[config.mk]
export PLATFORM = sky130hd
export DESIGN_NAME = bcd_display_scanner
export DESIGN_NICKNAME = d
export VERILOG_FILES = /design/src/rtl/seg7_pkg.sv /design/src/rtl/bcd_to_seg7.sv /design/src/rtl/bcd_display_scanner.sv
export SDC_FILE = /design/constraint.sdc
export NUM_CORES = 1
export LEC_CHECK = 0
export BUFFER_PORTS_ARGS = -buffer_cell sky130_fd_sc_hd__clkbuf_2
export CORE_UTILIZATION = 50
export CTS_CLUSTER_SIZE = 24
export DETAILED_ROUTE_END_ITERATION = 16
export PLACE_DENSITY_LB_ADDON = 0.2
export SLEW_MARGIN = 5
export SYNTH_ARGS = -nofsm -noshare
export SYNTH_HDL_FRONTEND = slang
export SYNTH_SLANG_ARGS = --single-unit
[constraint.sdc]
create_clock -name clk -period 3.1 [get_ports clk]
set_clock_uncertainty 0.1 [all_clocks]
set_input_delay 0.31 -clock clk [delete_from_list [all_inputs] [get_ports clk]]
set_output_delay 0.31 -clock clk [all_outputs]
set_load 0.02 [all_outputs]
[src/rtl/seg7_pkg.sv]
// Shared constants for the multiplexed 7-segment display path.
// Segment patterns are active-high in {g,f,e,d,c,b,a} order.
package seg7_pkg;

    localparam int DIGITS = 4;

    localparam logic [6:0] SEG_0     = 7'h3F;
    localparam logic [6:0] SEG_1     = 7'h06;
    localparam logic [6:0] SEG_2     = 7'h5B;
    localparam logic [6:0] SEG_3     = 7'h4F;
    localparam logic [6:0] SEG_4     = 7'h66;
    localparam logic [6:0] SEG_5     = 7'h6D;
    localparam logic [6:0] SEG_6     = 7'h7D;
    localparam logic [6:0] SEG_7     = 7'h07;
    localparam logic [6:0] SEG_8     = 7'h7F;
    localparam logic [6:0] SEG_9     = 7'h6F;
    localparam logic [6:0] SEG_DASH  = 7'h40;
    localparam logic [6:0] SEG_BLANK = 7'h00;

    typedef enum logic {
        ST_GUARD,
        ST_SHOW
    } scan_state_e;

endpackage

[src/rtl/bcd_to_seg7.sv]
// BCD digit to active-high 7-segment pattern.
// Codes above 9 render as a dash so bad counter values are visible.
module bcd_to_seg7
    import seg7_pkg::*;
(
    input  logic [3:0] code,
    output logic [6:0] pat
);

    // Pure lookup; anything not a decimal digit falls through to the dash.
    always_comb begin
        pat = SEG_DASH;
        case (code)
            4'd0:    pat = SEG_0;
            4'd1:    pat = SEG_1;
            4'd2:    pat = SEG_2;
            4'd3:    pat = SEG_3;
            4'd4:    pat = SEG_4;
            4'd5:    pat = SEG_5;
            4'd6:    pat = SEG_6;
            4'd7:    pat = SEG_7;
            4'd8:    pat = SEG_8;
            4'd9:    pat = SEG_9;
            default: pat = SEG_DASH;
        endcase
    end

endmodule

[src/rtl/bcd_display_scanner.sv]
// 4-digit multiplexed 7-segment scanner with per-frame snapshot,
// anti-ghost guard interval, leading-zero blanking and dash for bad codes.
module bcd_display_scanner
    import seg7_pkg::*;
#(
    parameter int REFRESH_DIV = 50000,
    parameter int GUARD_CYC   = 64,
    parameter int SEG_ACT_LOW = 1,
    parameter int AN_ACT_LOW  = 1
)
(
    input  logic                  clk,
    input  logic                  mr,
    input  logic                  en,
    input  logic [4*DIGITS-1:0]   bcd,
    input  logic [DIGITS-1:0]     dp_in,
    input  logic                  blank_lz,
    output logic [6:0]            seg,
    output logic                  dp,
    output logic [DIGITS-1:0]     an,
    output logic                  frame_start
);

    localparam int CW = $clog2(REFRESH_DIV);
    localparam logic [CW-1:0] CNT_LAST  = CW'(REFRESH_DIV - 1);
    localparam logic [CW-1:0] CNT_GUARD = CW'(GUARD_CYC);

    // XOR masks turning active-high values into pin levels.
    localparam logic [6:0] SEG_POL = (SEG_ACT_LOW != 0) ? 7'h7F : 7'h00;
    localparam logic       DP_POL  = (SEG_ACT_LOW != 0);
    localparam logic [3:0] AN_POL  = (AN_ACT_LOW != 0) ? 4'hF : 4'h0;

    logic [CW-1:0]         cnt;
    logic [1:0]            idx;
    logic                  cap_pend;
    logic [4*DIGITS-1:0]   snap_bcd;
    logic [DIGITS-1:0]     snap_dp;
    logic                  snap_blz;

    logic                  wrap;
    logic                  capture;
    logic [CW-1:0]         cnt_nx;
    logic [1:0]            idx_nx;
    scan_state_e           st_nx;
    logic [4*DIGITS-1:0]   src_bcd;
    logic [DIGITS-1:0]     src_dp;
    logic                  src_blz;
    logic [3:0]            dig;
    logic [6:0]            pat;
    logic [DIGITS-1:0]     zero;
    logic [DIGITS-1:0]     blank;
    logic [6:0]            seg_ah;
    logic                  dp_ah;
    logic [DIGITS-1:0]     an_ah;

    assign wrap    = (cnt == CNT_LAST);
    assign cnt_nx  = wrap ? '0 : cnt + 1'b1;
    assign idx_nx  = wrap ? idx + 2'd1 : idx;
    assign capture = cap_pend | (wrap & (idx == 2'd3));
    assign st_nx   = (cnt_nx >= CNT_GUARD) ? ST_SHOW : ST_GUARD;

    // On a capture edge the display must already use the fresh values.
    assign src_bcd = capture ? bcd      : snap_bcd;
    assign src_dp  = capture ? dp_in    : snap_dp;
    assign src_blz = capture ? blank_lz : snap_blz;

    assign dig = src_bcd[{idx_nx, 2'b00} +: 4];

    bcd_to_seg7 u_dec (
        .code (dig),
        .pat  (pat)
    );

    // A digit is a leading zero only if it and everything above is 0 with no dp.
    always_comb begin
        for (int k = 0; k < DIGITS; k++) begin
            zero[k] = (src_bcd[4*k +: 4] == 4'd0) & ~src_dp[k];
        end
        blank[3] = src_blz & zero[3];
        blank[2] = blank[3] & zero[2];
        blank[1] = blank[2] & zero[1];
        blank[0] = 1'b0;
    end

    assign seg_ah = blank[idx_nx] ? SEG_BLANK : pat;
    assign dp_ah  = ~blank[idx_nx] & src_dp[idx_nx];
    assign an_ah  = 4'b0001 << idx_nx;

    // Scan counter, capture request and registered display outputs.
    always_ff @(posedge clk or posedge mr) begin
        if (mr) begin
            cnt         <= '0;
            idx         <= '0;
            cap_pend    <= 1'b1;
            frame_start <= 1'b0;
            seg         <= SEG_POL;
            dp          <= DP_POL;
            an          <= AN_POL;
        end else if (!en) begin
            cnt         <= '0;
            idx         <= '0;
            cap_pend    <= 1'b1;
            frame_start <= 1'b0;
            seg         <= SEG_POL;
            dp          <= DP_POL;
            an          <= AN_POL;
        end else begin
            cnt         <= cnt_nx;
            idx         <= idx_nx;
            cap_pend    <= 1'b0;
            frame_start <= capture;
            unique case (st_nx)
                ST_SHOW: begin
                    seg <= seg_ah ^ SEG_POL;
                    dp  <= dp_ah ^ DP_POL;
                    an  <= an_ah ^ AN_POL;
                end
                default: begin
                    seg <= SEG_POL;
                    dp  <= DP_POL;
                    an  <= AN_POL;
                end
            endcase
        end
    end

    // Frame snapshot so a whole scan shows one consistent set of digits.
    always_ff @(posedge clk or posedge mr) begin
        if (mr) begin
            snap_bcd <= '0;
            snap_dp  <= '0;
            snap_blz <= 1'b0;
        end else if (en && capture) begin
            snap_bcd <= bcd;
            snap_dp  <= dp_in;
            snap_blz <= blank_lz;
        end
    end

endmodule

==> results of run 1 <==
-- state kept, by name (all words and copies together) (netlist names) --
register / cells
cnt: 16
snap_bcd: 16
seg: 7
an: 4
snap_dp: 4
idx: 2
cap_pend: 1
dp: 1
frame_start: 1
snap_blz: 1
-- through the flow --
| step | instance area (sq um) | instances | util [%] | hold WS (ns) |
|---|---|---|---|---|
| finish | 3676 | 419 | 57.89 | 0.1234 |
| global route | 3676 | 419 | 57.89 | 0.1360 |
| CTS | 3676 | 419 | 57.89 | 0.1308 |
| detailed placement | 3560 | 411 | 56.06 | 0.3778 |
| global placement | 3560 | 411 | 56.06 | 0.3599 |
| floorplan | 3281 | 296 | - | 0.2896 |
-- placed cells by master, fill, tap and decap left out, types with 5 or more instances in the layout --
cell type                  instances
sky130_fd_sc_hd__clkbuf_8          6
sky130_fd_sc_hd__nand2_1          20
sky130_fd_sc_hd__nand3_1          10
sky130_fd_sc_hd__mux4_2            8
sky130_fd_sc_hd__and3_1            6
sky130_fd_sc_hd__a21oi_1           6
sky130_fd_sc_hd__inv_1             7
sky130_fd_sc_hd__dfstp_2          13
sky130_fd_sc_hd__a211oi_1          7
sky130_fd_sc_hd__ha_1              7
sky130_fd_sc_hd__mux2i_1          15
sky130_fd_sc_hd__mux2_2           25
sky130_fd_sc_hd__dfrtp_1          40
sky130_fd_sc_hd__clkbuf_2         36
sky130_fd_sc_hd__o21ai_0           5
sky130_fd_sc_hd__xor2_1            6
sky130_fd_sc_hd__a21o_1            6
sky130_fd_sc_hd__buf_4            18
sky130_fd_sc_hd__nor2_1           29
sky130_fd_sc_hd__xnor2_1           8
-- worst reg2reg max path, delay by kind of cell (launching register included) --
kind	cells	cell delay, ns
AO/OA/AOI/OAI	4	0.72
buffers and inverters	2	0.29
AND/OR/NAND/NOR	2	0.54
flip-flops	1	0.46
multiplexers	1	0.55
adder cells (fa/ha/maj)	1	0.23
-- routing by layer --
metal | track usage, % | vias to the layer above | wire length [microns] | part of all wire [%]
met5 | 0 | - | 0 | 0
met2 | 33.76 | 81 | 3316 | 46
met4 | 9.404 | 0 | 179 | 2.5
met1 | 30.62 | 1236 | 3292 | 46
met3 | 4.076 | 20 | 367 | 5.1
li1 | - | 1175 | - | -
-- how the worst max path moves through the flow --
stage | start | end | slack [ns] | depth (start not counted)
4_1_cts | cnt[5] | seg[3] | 0.15 | 10
6_report | cnt[5] | seg[3] | 0.14 | 10
3_5_place_dp | cnt[5] | seg[3] | 0.16 | 10
3_3_place_gp | cnt[4] | seg[3] | 0.27 | 10
5_1_grt | cnt[0] | seg[3] | 0.02 | 11
2_1_floorplan | cnt[0] | seg[3] | 0.11 | 13
-- layout make-up --
class | instances | area, sq um
Inverter | 8 | 30.03
Sequential cell | 53 | 1343
Timing Repair Buffer | 54 | 315.3
Fill cell | 541 | 2674
Clock inverter | 1 | 30.03
Clock buffer | 7 | 86.33
Multi-Input combinational cell | 219 | 1775
Tap cell | 77 | 96.34
-- logic make-up after synthesis --
family | Yosys count | share of synthesized area [%]
and+or+nand+nor | 100 | 17.20
DFF | 53 | 40.92
muxes | 50 | 19.91
AOI/OAI and AO/OA | 47 | 10.11
buffers and inverters | 24 | 4.958
xor gates and xnor gates | 15 | 4.234
adders and majority gates | 7 | 2.670
-- where the power goes --
group | total [mW] | switching [mW] | internal [mW]
clock network | 0.498 | 0.234 | 0.264
registers | 0.781 | 0.0431 | 0.737
logic | 0.216 | 0.106 | 0.110
total | 1.49 | 0.383 | 1.11
==> Implementation_results.wiki, run 1 <==
{| class="wikitable"
! Metric !! Value
|-
| Outcome || finished, final reports clean
|-
| Placed wire-length estimate || 5351 microns
|-
| Instance count of the mapped netlist || between 200 and 300
|-
| Final routed wire length divided by cell count || 17.08 microns
|-
| Max Freq || 338.2 MHz
|-
| Number of buffers inserted by hold repair at cts || 0
|-
| Max-cap violations || 0
|-
| Initial core utilization || 51.67%
|-
| Class of the tightest hold or removal check || input pin to async pin
|-
| Post-synthesis cell area || 3281 sq um
|-
| Total routing usage reported by global routing || a little over a fifth
|-
| Data arrival time of the critical path || 3.12 ns
|-
| Top-Level Pins || 37
|-
| List of most frequent post-synthesis cells || sky130_fd_sc_hd__dfrtp_1, sky130_fd_sc_hd__nor2_1, sky130_fd_sc_hd__mux2_2
|-
| Root buffer selected by CTS || sky130_fd_sc_hd__clkbuf_8
|-
| Sequential cell area fraction in the yosys report || 40.92%
|-
| Setup tns final || 0 ns
|-
| Grt total ovfl || 0
|-
| Register clock-pin slew on the reported worst setup and hold paths || 0.10 ns
|-
| Hold Violations, Final || 0
|-
| Number of DRC markers in iteration 0 || 134
|-
| Dominant delay contributor by cell family on the critical path || compound AO/OA/AOI/OAI gates
|-
| Leading register cell type out of synthesis || sky130_fd_sc_hd__dfrtp_1
|-
| Synth top area cells || sky130_fd_sc_hd__dfrtp_1, sky130_fd_sc_hd__dfstp_2, sky130_fd_sc_hd__mux2_2
|-
| End of the worst register-to-register path || seg[3]
|-
| P_leak || 1.653 nW
|-
| Antenna violations before repair || 0
|-
| Height of the die || a little over 80 microns
|-
| Number of synthesized flops with an enable pin || 0
|-
| Reg2Reg Setup Slack || 0.14 ns
|-
| Floorplan die width || 83 microns
|-
| Number of cell instances on the worst register-to-register path || 10
|-
| Count of input and output buffers || 36
|-
| DR pass1 iterations || 4
|-
| Via-to-Cell Ratio || 5.995
|-
| Critical path launch point type || register
|-
| Largest net degree at the start of global routing || 51
|-
| Number of clock sinks || 53
|-
| Share of the synthesized area in the top cell type || between 30% and 40%
|-
| Worst-path cell with the longest stage delay || sky130_fd_sc_hd__mux4_1
|-
| First-pass GRT wire length || 11960 microns
|-
| Worst-path fanout max || 5
|-
| Worst reg2reg startpoint || cnt[5]
|-
| Clock tree from TritonCTS || built
|-
| Antenna diodes || 0
|-
| Last weighted congestion value of the routability-driven placer || between 0.8 and 0.9
|-
| Max rail drop VDD || 0.3312 mV
|-
| Worst Path Class, Setup || register to register
|-
| Power density over the cells || about 400 nW/um^2
|-
| Crit share post-route || 95.38%
|-
| Fraction of final layout cells with drive strength greater than 1 || 35.38%
|-
| Residual antenna-violating net count after detailed routing || 0
|-
| Number of buffers and inverters on the critical path || 2
|-
| Async S/R FF share, synth || 100.0%
|-
| Cells resized by post-CTS repair || 0
|-
| Wirelength, routed || 7156 microns
|-
| Buffer depth of the longest clock path || 2
|-
| Worst setup slack before clock tree synthesis || 0.1646 ns
|-
| Worst slew margin relative to its limit || 31.44%
|-
| Vias in the first global route || 2383
|-
| Number of buffers added for setup after CTS || 0
|-
| Via count || 2512
|-
| Final number of setup-violating endpoints || 0
|-
| Clock latency on the worst-skew pair || 0.31 ns
|-
| Count of warnings emitted by yosys || 0
|-
| Endpoint kind of the worst setup timing path || register
|-
| Final WS setup || 0.1432 ns
|-
| Avg Inst Size Synth || about 11 sq um
|-
| Placeable Area || ~6300 sq um
|-
| Netlist cell types || 59
|-
| Remaining DRCs || 0
|-
| Number of placement rows || 29
|-
| Die Footprint || 6889 sq um
|-
| Final Max Slew Viols || 0
|-
| Most area-hungry cell type in the Yosys netlist || sky130_fd_sc_hd__dfrtp_1
|-
| Post-route total power || 1.494 mW
|-
| Post-synth net total || 327
|-
| Synthesized flop and latch total || 53
|-
| Net count of the finished layout || 372
|-
| Worst-Margin Slew || 1.027 ns
|-
| Number of H-tree levels || 2
|-
| Critical path cell sequence || nor4b_4 > buf_4 > a41o_2 > mux4_1 > a22oi_2 > inv_1 > ha_1 > nor3_1 > a31oi_1 > a21o_1
|-
| Area growth, synth to finish || 12.05%
|-
| Most used standard cell by instance count after synthesis || sky130_fd_sc_hd__dfrtp_1
|-
| Total CTS buffers || 5
|-
| Critical Path Max Stage Delay || around 0.55 ns
|-
| Worst Path Required || 3.26 ns
|-
| Final critical delay including setup and external delays || 2.957 ns
|-
| Unrepaired setup endpoints after global routing || no
|}
(Power assumes the default switching activity.)
==> inputs of run 2 (changes only) <==
--- a/config.mk
+++ b/config.mk
@@ -5,10 +5,10 @@
 export SDC_FILE = /design/constraint.sdc
 export NUM_CORES = 1
 export LEC_CHECK = 0
-export BUFFER_PORTS_ARGS = -buffer_cell sky130_fd_sc_hd__clkbuf_2
 export CORE_UTILIZATION = 50
 export CTS_CLUSTER_SIZE = 24
 export DETAILED_ROUTE_END_ITERATION = 16
+export DONT_BUFFER_PORTS = 1
 export PLACE_DENSITY_LB_ADDON = 0.2
 export SLEW_MARGIN = 5
 export SYNTH_ARGS = -nofsm -noshare
==> Implementation_results.wiki, run 2 (synthesis results as in run 1) <==
{| class="wikitable"
! Metric !! Value
|-
| Outcome || finished, final reports clean
|-
| Post-route total power || 1.374 mW (-8.0%)
|-
| Reg2Reg Setup Slack || 0.13 ns (about the same)
|-
| Via-to-Cell Ratio || 5.982 (-0.22%)
|-
| Final critical delay including setup and external delays || 2.970 ns (+0.01278 ns)
|-
| Floorplan die width || 83 microns (unchanged)
|-
| Most frequent standard cell in the layout excluding fill and tap cells || sky130_fd_sc_hd__dfrtp_1
|-
| Int Pwr || 1.003 mW (-9.7%)
|-
| Clock tree from TritonCTS || built
|-
| Power density over the cells || 389.9 nW/um^2 (-4.1%)
|-
| P_leak || 1.521 nW (-8.0%)
|-
| Placed Instances || 376 (-8.5%)
|-
| Die Footprint || 6889 sq um (unchanged)
|-
| Data arrival time of the critical path || 3.12 ns (about the same)
|-
| Count of input and output buffers || 0 (-100%)
|-
| Vias in the first global route || 2357 (-1.1%)
|-
| Most frequent cells in the layout || sky130_fd_sc_hd__dfrtp_1, sky130_fd_sc_hd__nor2_1, sky130_fd_sc_hd__mux2_2, sky130_fd_sc_hd__buf_4, sky130_fd_sc_hd__nand2_1
|-
| Residual antenna-violating net count after detailed routing || 0 (unchanged)
|-
| Height of the die || 83 microns (unchanged)
|-
| Clock latency on the worst-skew pair || 0.30 ns (about the same)
|-
| Initial core utilization || 51.67% (unchanged)
|-
| Area growth, synth to finish || 7.437%
|-
| Register clock-pin slew on the reported worst setup and hold paths || 0.10 ns (about the same)
|-
| Fraction of power consumed by sequential logic || 56.7% (+4.5 points)
|-
| End of the worst register-to-register path || seg[3]
|-
| Final routed wire length divided by cell count || 18.40 microns (+7.8%)
|-
| Root buffer selected by CTS || sky130_fd_sc_hd__clkbuf_8
|-
| Critical Path Max Stage Delay || 0.45 ns (-0.10 ns)
|-
| Final number of setup-violating endpoints || 0 (unchanged)
|-
| Top-Level Pins || 37 (unchanged)
|-
| Wirelength, routed || 7177 microns (+0.29%)
|-
| Total non-filler cell area in the finished layout || 3525 sq um (-4.1%)
|-
| Critical path cell sequence || and4bb_4 > nand4_1 > mux2_4 > a211o_1 > a22oi_2 > inv_1 > ha_1 > nor3_1 > a31oi_1 > a21o_1
|-
| Clock network fraction of design power || 28.8% (-4.5 points)
|-
| Final Max Slew Viols || 0 (unchanged)
|-
| Antenna violations before repair || 0 (unchanged)
|-
| Antenna diodes || 0 (unchanged)
|-
| Endpoint kind of the worst setup timing path || register
|-
| Hold Violations, Final || 0 (unchanged)
|-
| DR pass1 iterations || 4 (unchanged)
|-
| Switching power || 0.3711 mW (-3.1%)
|-
| Worst reg2reg startpoint || cnt[13]
|-
| Number of H-tree levels || 2 (unchanged)
|-
| Total routing usage reported by global routing || 22.38% (+0.40 points)
|-
| Number of clock sinks || 53 (unchanged)
|-
| Max rail drop VDD || 0.2380 mV (-28%)
|-
| Combinational fraction of design power || 14.5% (about the same)
|-
| Via count || 2333 (-7.1%)
|-
| Post-layout instance count excluding filler cells || 390 (-6.9%)
|-
| Grt total ovfl || 0 (unchanged)
|-
| Worst-Margin Slew || 1.032 ns (+0.005213 ns)
|-
| Critical path launch point type || register
|-
| Fraction of final layout cells with drive strength greater than 1 || 30.99% (-4.4 points)
|-
| First-pass GRT wire length || 12320 microns (+3.0%)
|-
| Number of cell instances on the worst register-to-register path || 10 (unchanged)
|-
| Class of the tightest hold or removal check || input pin to async pin
|-
| Worst Path Required || 3.25 ns (about the same)
|-
| Switching fraction of total power || 27.00% (+1.4 points)
|-
| Total CTS buffers || 5 (unchanged)
|-
| Placement Cell Area || 3387 sq um (-4.9%)
|-
| Buffer depth of the longest clock path || 2 (unchanged)
|-
| Placeable Area || 6350 sq um (unchanged)
|-
| Number of DRC markers in iteration 0 || 129 (-3.7%)
|-
| Placed wire-length estimate || 5225 microns (-2.4%)
|-
| Worst slew margin relative to its limit || 31.09% (-0.35 points)
|-
| Last weighted congestion value of the routability-driven placer || 0.8325 (-2.3%)
|-
| Max-cap violations || 0 (unchanged)
|-
| Registers with the highest flip-flop counts || cnt: 16 flops, snap_bcd: 16 flops, seg: 7 flops
|-
| Max Freq || 336.8 MHz (-0.43%)
|-
| Worst-path cell with the longest stage delay || sky130_fd_sc_hd__dfrtp_2
|-
| Largest net degree at the start of global routing || 50 (-2.0%)
|-
| Worst Path Class, Setup || register to register
|-
| Remaining DRCs || 0 (unchanged)
|-
| Number of placement rows || 29 (unchanged)
|-
| Filler Cells Inserted || 533 (-1.5%)
|-
| Crit share post-route || 95.79% (+0.41 points)
|-
| Worst-path fanout max || 6 (+1)
|-
| Net count of the finished layout || 343 (-7.8%)
|}
run 2: through the flow:
stage | hold WS (ns) | setup slack, ns | setup TNS, ns | utilization, %
CTS | 0.02284 | 0.1121 | 0 | 54.68
finish | 0.01395 | 0.1304 | 0 | 55.51
floorplan | 0.2896 | 0.1103 | 0 | -
global placement | 0.3526 | 0.2308 | 0 | 53.34
global route | 0.02887 | -0.01047 | -0.01714 | 55.51
detailed placement | 0.3599 | 0.1370 | 0 | 53.34
run 2: cell type report:
cell class	count	area (sq um)	area share (%)
tap	77	96.34	2.733
multi-input combinational	219	1778	50.44
sequential	53	1348	38.23
clock inverter	2	12.51	0.3550
clock buffer	6	72.57	2.059
timing repair buffer	25	187.7	5.325
inverter	8	30.03	0.8520
run 2: routing by layer:
layer  GRT usage, %  share of wire (%)
met3          4.573                4.4
met2          35.32                 47
met1          31.81                 47
met4          5.329               0.88
met5              0                  0
run 2: critical path, delay by kind of cell (launching register included):
kind / cells / cell delay [ns]
AO/OA/AOI/OAI: 4 / 0.86
adder cells (fa/ha/maj): 1 / 0.22
buffers and inverters: 1 / 0.10
flip-flops: 1 / 0.45
multiplexers: 1 / 0.38
AND/OR/NAND/NOR: 3 / 0.79
run 2: power by group through the flow:
stage | combinational [mW] | clock [mW] | sequential, mW
2_1_floorplan | 0.157 | 0 | 0.775
3_3_place_gp | 0.188 | 0 | 0.790
3_5_place_dp | 0.193 | 0 | 0.791
4_1_cts | 0.194 | 0.409 | 0.778
5_1_grt | 0.222 | 0.429 | 0.785
6_report | 0.200 | 0.396 | 0.779
run 2: how the worst max path moves through the flow:
| stage | end | startpoint | cells past startpoint |
|---|---|---|---|
| final | seg[3] | cnt[13] | 10 |
| after global routing | seg[3] | cnt[13] | 10 |
| after CTS | seg[3] | cnt[11] | 10 |
| after detailed placement | seg[3] | cnt[13] | 10 |
| after global placement | seg[3] | cnt[5] | 10 |
| after floorplan | seg[3] | cnt[0] | 13 |
run 2: timing repair:
action | 4_1_cts | 5_1_grt
setup endpoints to repair | 0 | 3
resized for setup | 0 | 5
hold buffers | 0 | 0
setup buffers | 0 | 6
endpoints found under the hold margin | 0 | 0
